===== config.mk =====
export PLATFORM = sky130hd
export DESIGN_NAME = load_store_unit
export DESIGN_NICKNAME = d
export VERILOG_FILES = /design/src/rtl/load_store_unit.sv
export SDC_FILE = /design/constraint.sdc
export NUM_CORES = 1
export LEC_CHECK = 0
export ABC_AREA = 1
export CORE_ASPECT_RATIO = 1.25
export CORE_MARGIN = 5
export CORE_UTILIZATION = 44
export CTS_CLUSTER_SIZE = 8
export DETAILED_ROUTE_END_ITERATION = 12
export HOLD_SLACK_MARGIN = 0.1
export PLACE_DENSITY = 0.85
export SETUP_SLACK_MARGIN = 0.5
export SLEW_MARGIN = 20
export SYNTH_ARGS = -nofsm -noshare
export SYNTH_HDL_FRONTEND = slang
export SYNTH_SLANG_ARGS = --single-unit

===== constraint.sdc =====
create_clock -name clk -period 9.7 [get_ports clk]
set_input_delay 1.455 -clock clk [delete_from_list [all_inputs] [get_ports clk]]
set_output_delay 1.455 -clock clk [all_outputs]
set_load 0.02 [all_outputs]

===== src/rtl/load_store_unit.sv =====
// Data-side load/store stage of the copperv core: turns one-cycle load/store requests
// into valid/ready bus transfers and returns a completion pulse plus the extended load result.
module load_store_unit #(
    parameter int ADDR_W = 32,
    parameter int DATA_W = 32
) (
    input  logic              clk,
    input  logic              rst,
    input  logic              load_data,
    input  logic              store_data,
    input  logic [ADDR_W-1:0] addr,
    input  logic [1:0]        mem_size,
    input  logic              mem_unsigned,
    input  logic [31:0]       store_din,
    output logic              data_valid,
    output logic [31:0]       load_dout,
    output logic              misaligned,
    output logic              dr_addr_valid,
    input  logic              dr_addr_ready,
    output logic [ADDR_W-1:0] dr_addr,
    input  logic              dr_data_valid,
    output logic              dr_data_ready,
    input  logic [DATA_W-1:0] dr_data,
    output logic              dw_valid,
    input  logic              dw_ready,
    output logic [ADDR_W-1:0] dw_addr,
    output logic [DATA_W-1:0] dw_data,
    output logic [3:0]        dw_strobe,
    input  logic              dw_resp_valid,
    output logic              dw_resp_ready
);

    typedef enum logic [2:0] {IDLE, RD_ADDR, RD_DATA, WR_REQ, WR_RESP, DONE} state_t;

    state_t      state;
    logic [1:0]  req_off;
    logic [1:0]  req_size;
    logic        req_unsigned;
    logic        req_accept;
    logic        req_misaligned;
    logic [ADDR_W-1:0] bus_addr;

    // Size encoding 3 is reserved and behaves as a word everywhere (size[1] set).
    function automatic logic is_misaligned(input logic [1:0] size, input logic [1:0] off);
        if (size[1])
            return off != 2'b00;
        else if (size[0])
            return off[0];
        else
            return 1'b0;
    endfunction

    function automatic logic [31:0] extend_load(input logic [31:0] word, input logic [1:0] off,
                                                input logic [1:0] size, input logic uns);
        logic signed [7:0]  b;
        logic signed [15:0] h;
        b = word[{off, 3'b000} +: 8];
        h = word[{off[1], 4'b0000} +: 16];
        if (size[1])
            return word;
        else if (size[0])
            return {{16{h[15] & ~uns}}, h};
        else
            return {{24{b[7] & ~uns}}, b};
    endfunction

    function automatic logic [31:0] replicate_store(input logic [31:0] din, input logic [1:0] size);
        if (size[1])
            return din;
        else if (size[0])
            return {2{din[15:0]}};
        else
            return {4{din[7:0]}};
    endfunction

    function automatic logic [3:0] store_strobe(input logic [1:0] size, input logic [1:0] off);
        if (size[1])
            return 4'b1111;
        else if (size[0])
            return 4'b0011 << off;
        else
            return 4'b0001 << off;
    endfunction

    assign req_accept     = (state == IDLE) && (load_data || store_data);
    assign req_misaligned = is_misaligned(mem_size, addr[1:0]);
    assign bus_addr       = {addr[ADDR_W-1:2], 2'b00};

    // Request capture: data-only registers, frozen outside IDLE so bus fields stay stable.
    always_ff @(posedge clk) begin
        if (req_accept) begin
            req_off      <= addr[1:0];
            req_size     <= mem_size;
            req_unsigned <= mem_unsigned;
            dr_addr      <= bus_addr;
            dw_addr      <= bus_addr;
            dw_data      <= replicate_store(store_din, mem_size);
        end
    end

    // Control FSM with registered bus handshakes and completion pulse.
    always_ff @(posedge clk) begin
        if (rst) begin
            state         <= IDLE;
            dr_addr_valid <= 1'b0;
            dr_data_ready <= 1'b0;
            dw_valid      <= 1'b0;
            dw_resp_ready <= 1'b0;
            data_valid    <= 1'b0;
            misaligned    <= 1'b0;
            load_dout     <= '0;
            dw_strobe     <= '0;
        end else begin
            data_valid <= 1'b0;
            misaligned <= 1'b0;
            case (state)
                IDLE: begin
                    if (req_accept) begin
                        if (req_misaligned) begin
                            state      <= DONE;
                            data_valid <= 1'b1;
                            misaligned <= 1'b1;
                            if (load_data)
                                load_dout <= '0;
                        end else if (load_data) begin
                            state         <= RD_ADDR;
                            dr_addr_valid <= 1'b1;
                        end else begin
                            state     <= WR_REQ;
                            dw_valid  <= 1'b1;
                            dw_strobe <= store_strobe(mem_size, addr[1:0]);
                        end
                    end
                end
                RD_ADDR: begin
                    if (dr_addr_ready) begin
                        state         <= RD_DATA;
                        dr_addr_valid <= 1'b0;
                        dr_data_ready <= 1'b1;
                    end
                end
                RD_DATA: begin
                    if (dr_data_valid) begin
                        state         <= DONE;
                        dr_data_ready <= 1'b0;
                        data_valid    <= 1'b1;
                        load_dout     <= extend_load(dr_data, req_off, req_size, req_unsigned);
                    end
                end
                WR_REQ: begin
                    if (dw_ready) begin
                        state         <= WR_RESP;
                        dw_valid      <= 1'b0;
                        dw_resp_ready <= 1'b1;
                    end
                end
                WR_RESP: begin
                    if (dw_resp_valid) begin
                        state         <= DONE;
                        dw_resp_ready <= 1'b0;
                        data_valid    <= 1'b1;
                    end
                end
                DONE:    state <= IDLE;
                default: state <= IDLE;
            endcase
        end
    end

endmodule


==> metrics.md <==
| Metric | Value |
|---|---|
| Post-synth top area share | 39.6% |
| Total CTS buffers | 9 |
| Starting Density | 44.4% |
| CP Data Arrival Time | 3.91 ns |
| Critical path capture point type | flip-flop |
| Highest clock rate | 270 MHz |
| Number of global-route vias before repair | 4482 |
| Synth Cell Area | 5080 um2 |
| Layout area overhead | 49.2% |
| Critical path peak fanout | 32 |
| Antenna cells | 0 |
| 1st-iter DRT viols | 304 |
| Most used cell, CP | nand2_1 |
| Worst rel slew slack | 30.0% |
| Cell Chain, Critical Path | clkdlybuf4s50_1, o21ai_0, nand2_1, nand2_1, nand2_1, nand3_2, nand2_1, a21oi_1 |
| Via density | 5.07 |
| Startpoint types | primary input |
| Via count | 4636 |
| Leakage | 2.94 nW |
| Post-route ant nets | 0 |
| Most numerous cell in the Yosys netlist | nand2_1 |
| Commonest cells post-synth | nand2_1 (167), edfxtp_1 (67), nor2_1 (64), a21oi_1 (54), dfxtp_1 (45) |
| Fin nets | 878 |
| Post-synth ARST share | 0% |
| Worst-path cell with the longest stage delay | clkdlybuf4s50_1 |
| Max Cap Violations | 0 |
| Yosys Warn Count | 0 |
| Boundary Pins | 245 |
| Avg Cell Area, Syn | 8.85 um2 |
| Power density cells | 254 nW/um2 |
| Layout Skew | 0.0116 ns |
| Die height | 130 um |
| Synth Instances | 574 |
| Fin crit period | 3.71 ns |
| Total GRT Usage | 22.7% |
| CTS tree | yes |
| Setup TNS | 0 ns |
| DRC viols | 0 |
| Root buffer cell | clkbuf_16 |
| Die ar. | 13800 um2 |
| Setup CP Type | primary input to flip-flop |
| Fin. max-slew vios | 0 |
| Worst-Margin Slew | 1.05 ns |
| Final Setup Violations | 0 |
| Sequential share of the synthesized area | 57.3% |
| Post-CTS Resized | 0 |
| Hold WC Path Type | flip-flop to flip-flop |
| Clk_lat worst skew | 0.35 ns |
| Synthesized flop and latch total | 112 |
| CTS H-tree lvls | 3 |
| Status | finished, final reports clean |
| Gpl congestion | 0.906 |
| Slowest Stage Delay on Critical Path | 1.08 ns |
| Largest net degree at the start of global routing | 68 |
| Num rows | 44 |
| Post-detailed-route wirelength per cell | 17.6 um |
| Pre-CTS setup slack | 5.64 ns |
| Drt total wl | 16.1 mm |
| Final worst slack | 5.99 ns |
| Hold-fix buffers, CTS | 0 |
| Synth cell types | 32 |
| Ranking of synthesized cells by area | edfxtp_1 (40%), dfxtp_1 (18%), nand2_1 (12%) |
| Port Buffer Count | 240 |
| First-pass GRT wire length | 24.4 mm |
| Post-synth top area cell | edfxtp_1 |
| Period utilization | 38.2% |
| Initial antenna violation count | 0 |
| Post-synth EDFFs | 67 |
| Max Root-Sink Buffers | 2 |
| Global route overflow | 0 |
| Share of layout cells above drive strength 1 | 3.87% |
| RSZ-0062 raised after global routing | no |
| Die width | 106 um |
| Final Hold Fails | 0 |
| Clock net sink count | 112 |
| DP HPWL | 12.4 mm |
| Drt pass-1 iters | 5 |
| Worst EP required | 9.91 ns |
| Clk pin slew, worst setup/hold paths | 0.07 ns |
| Core area | 11500 um2 |
| Peak VDD IR | 222 uV |
| Synth Flop Type | edfxtp_1 |
| Post-CTS Setup Repair Bufs | 0 |
-- through the flow --
stage	std cells	power [mW]	util (%)	instance area [um2]	hold WS, ns
after floorplan	577	1.25	-	5090	0.517
after global placement	898	1.55	63.8	7300	0.436
after detailed placement	898	1.57	63.8	7300	0.442
after CTS	914	1.93	66.2	7580	0.459
after global routing	914	2.02	66.2	7580	0.476
final	914	1.92	66.2	7580	0.455
-- cell usage in the layout, fill, tap and decap left out, drive strengths merged --
| master | n |
|---|---|
| o21ai | 29 |
| a31oi | 1 |
| buf | 2 |
| nand2 | 171 |
| a21o | 1 |
| nand4 | 11 |
| conb | 4 |
| clkdlybuf4s50 | 240 |
| nor3 | 4 |
| a21oi | 54 |
| edfxtp | 67 |
| or2 | 1 |
| dfxtp | 45 |
| inv | 34 |
| clkinv | 6 |
| nand3b | 1 |
| nand3 | 22 |
| nor2 | 65 |
| bufinv | 1 |
| clkbuf | 11 |
| o211ai | 6 |
-- registers in the layout (all words and copies together) (netlist names), 2 cells and up --
| register | cells |
|---|---|
| state | 3 |
| req_off | 2 |
| dw_data | 32 |
| dw_strobe | 4 |
| load_dout | 32 |
| dr_addr | 30 |
| req_size | 2 |
-- worst max-delay path, delay by kind of cell --
kind	cells	cell delay, ns
buffers and inverters	1	1.08
AO/OA/AOI/OAI	2	0.30
AND/OR/NAND/NOR	5	1.07
-- cells by family after synthesis --
family / after synthesis / share of synthesized area, %
simple gates: 275 / 23.0
flops: 112 / 57.3
buf+inv: 95 / 10.3
compound gates: 91 / 9.34
other cells: 1 / 0.0738
-- area by class of cell --
type                       instances  area, um2
tap                              138        173
multi-input combinational        370       1660
clock buffer                      11        233
timing repair buffer             242       2420
clock inverter                     5       47.5
inverter                          36        135
fill                             898       3870
sequential                       112       2910
-- per-layer routing --
metal,global-route usage [%],vias to the layer above,part of all wire (%)
li1,-,2248,-
met1,26.1,2158,37
met2,41.3,201,53
met3,4.21,29,6.5
met4,9.91,0,3.1
met5,0,-,0
-- power by group --
part           total, mW  leakage, nW  internal, mW  switching (mW)
clock              0.360        0.138         0.198           0.162
sequential         0.729         1.01         0.662          0.0668
combinational      0.834         1.79         0.335           0.499
total               1.92         2.94          1.19           0.728
-- worst paths after layout --
| kind | startpoint | endpoint | slack, ns | cells past startpoint |
|---|---|---|---|---|
| max | mem_size[1] | load_dout[7] | 5.99 | 8 |
| min | dw_valid | dw_valid | 0.46 | 2 |
| max reg2reg | req_size[1] | load_dout[27] | 7.46 | 4 |
| min reg2reg | dw_valid | dw_valid | 0.46 | 2 |
(Power assumes the default switching activity.)
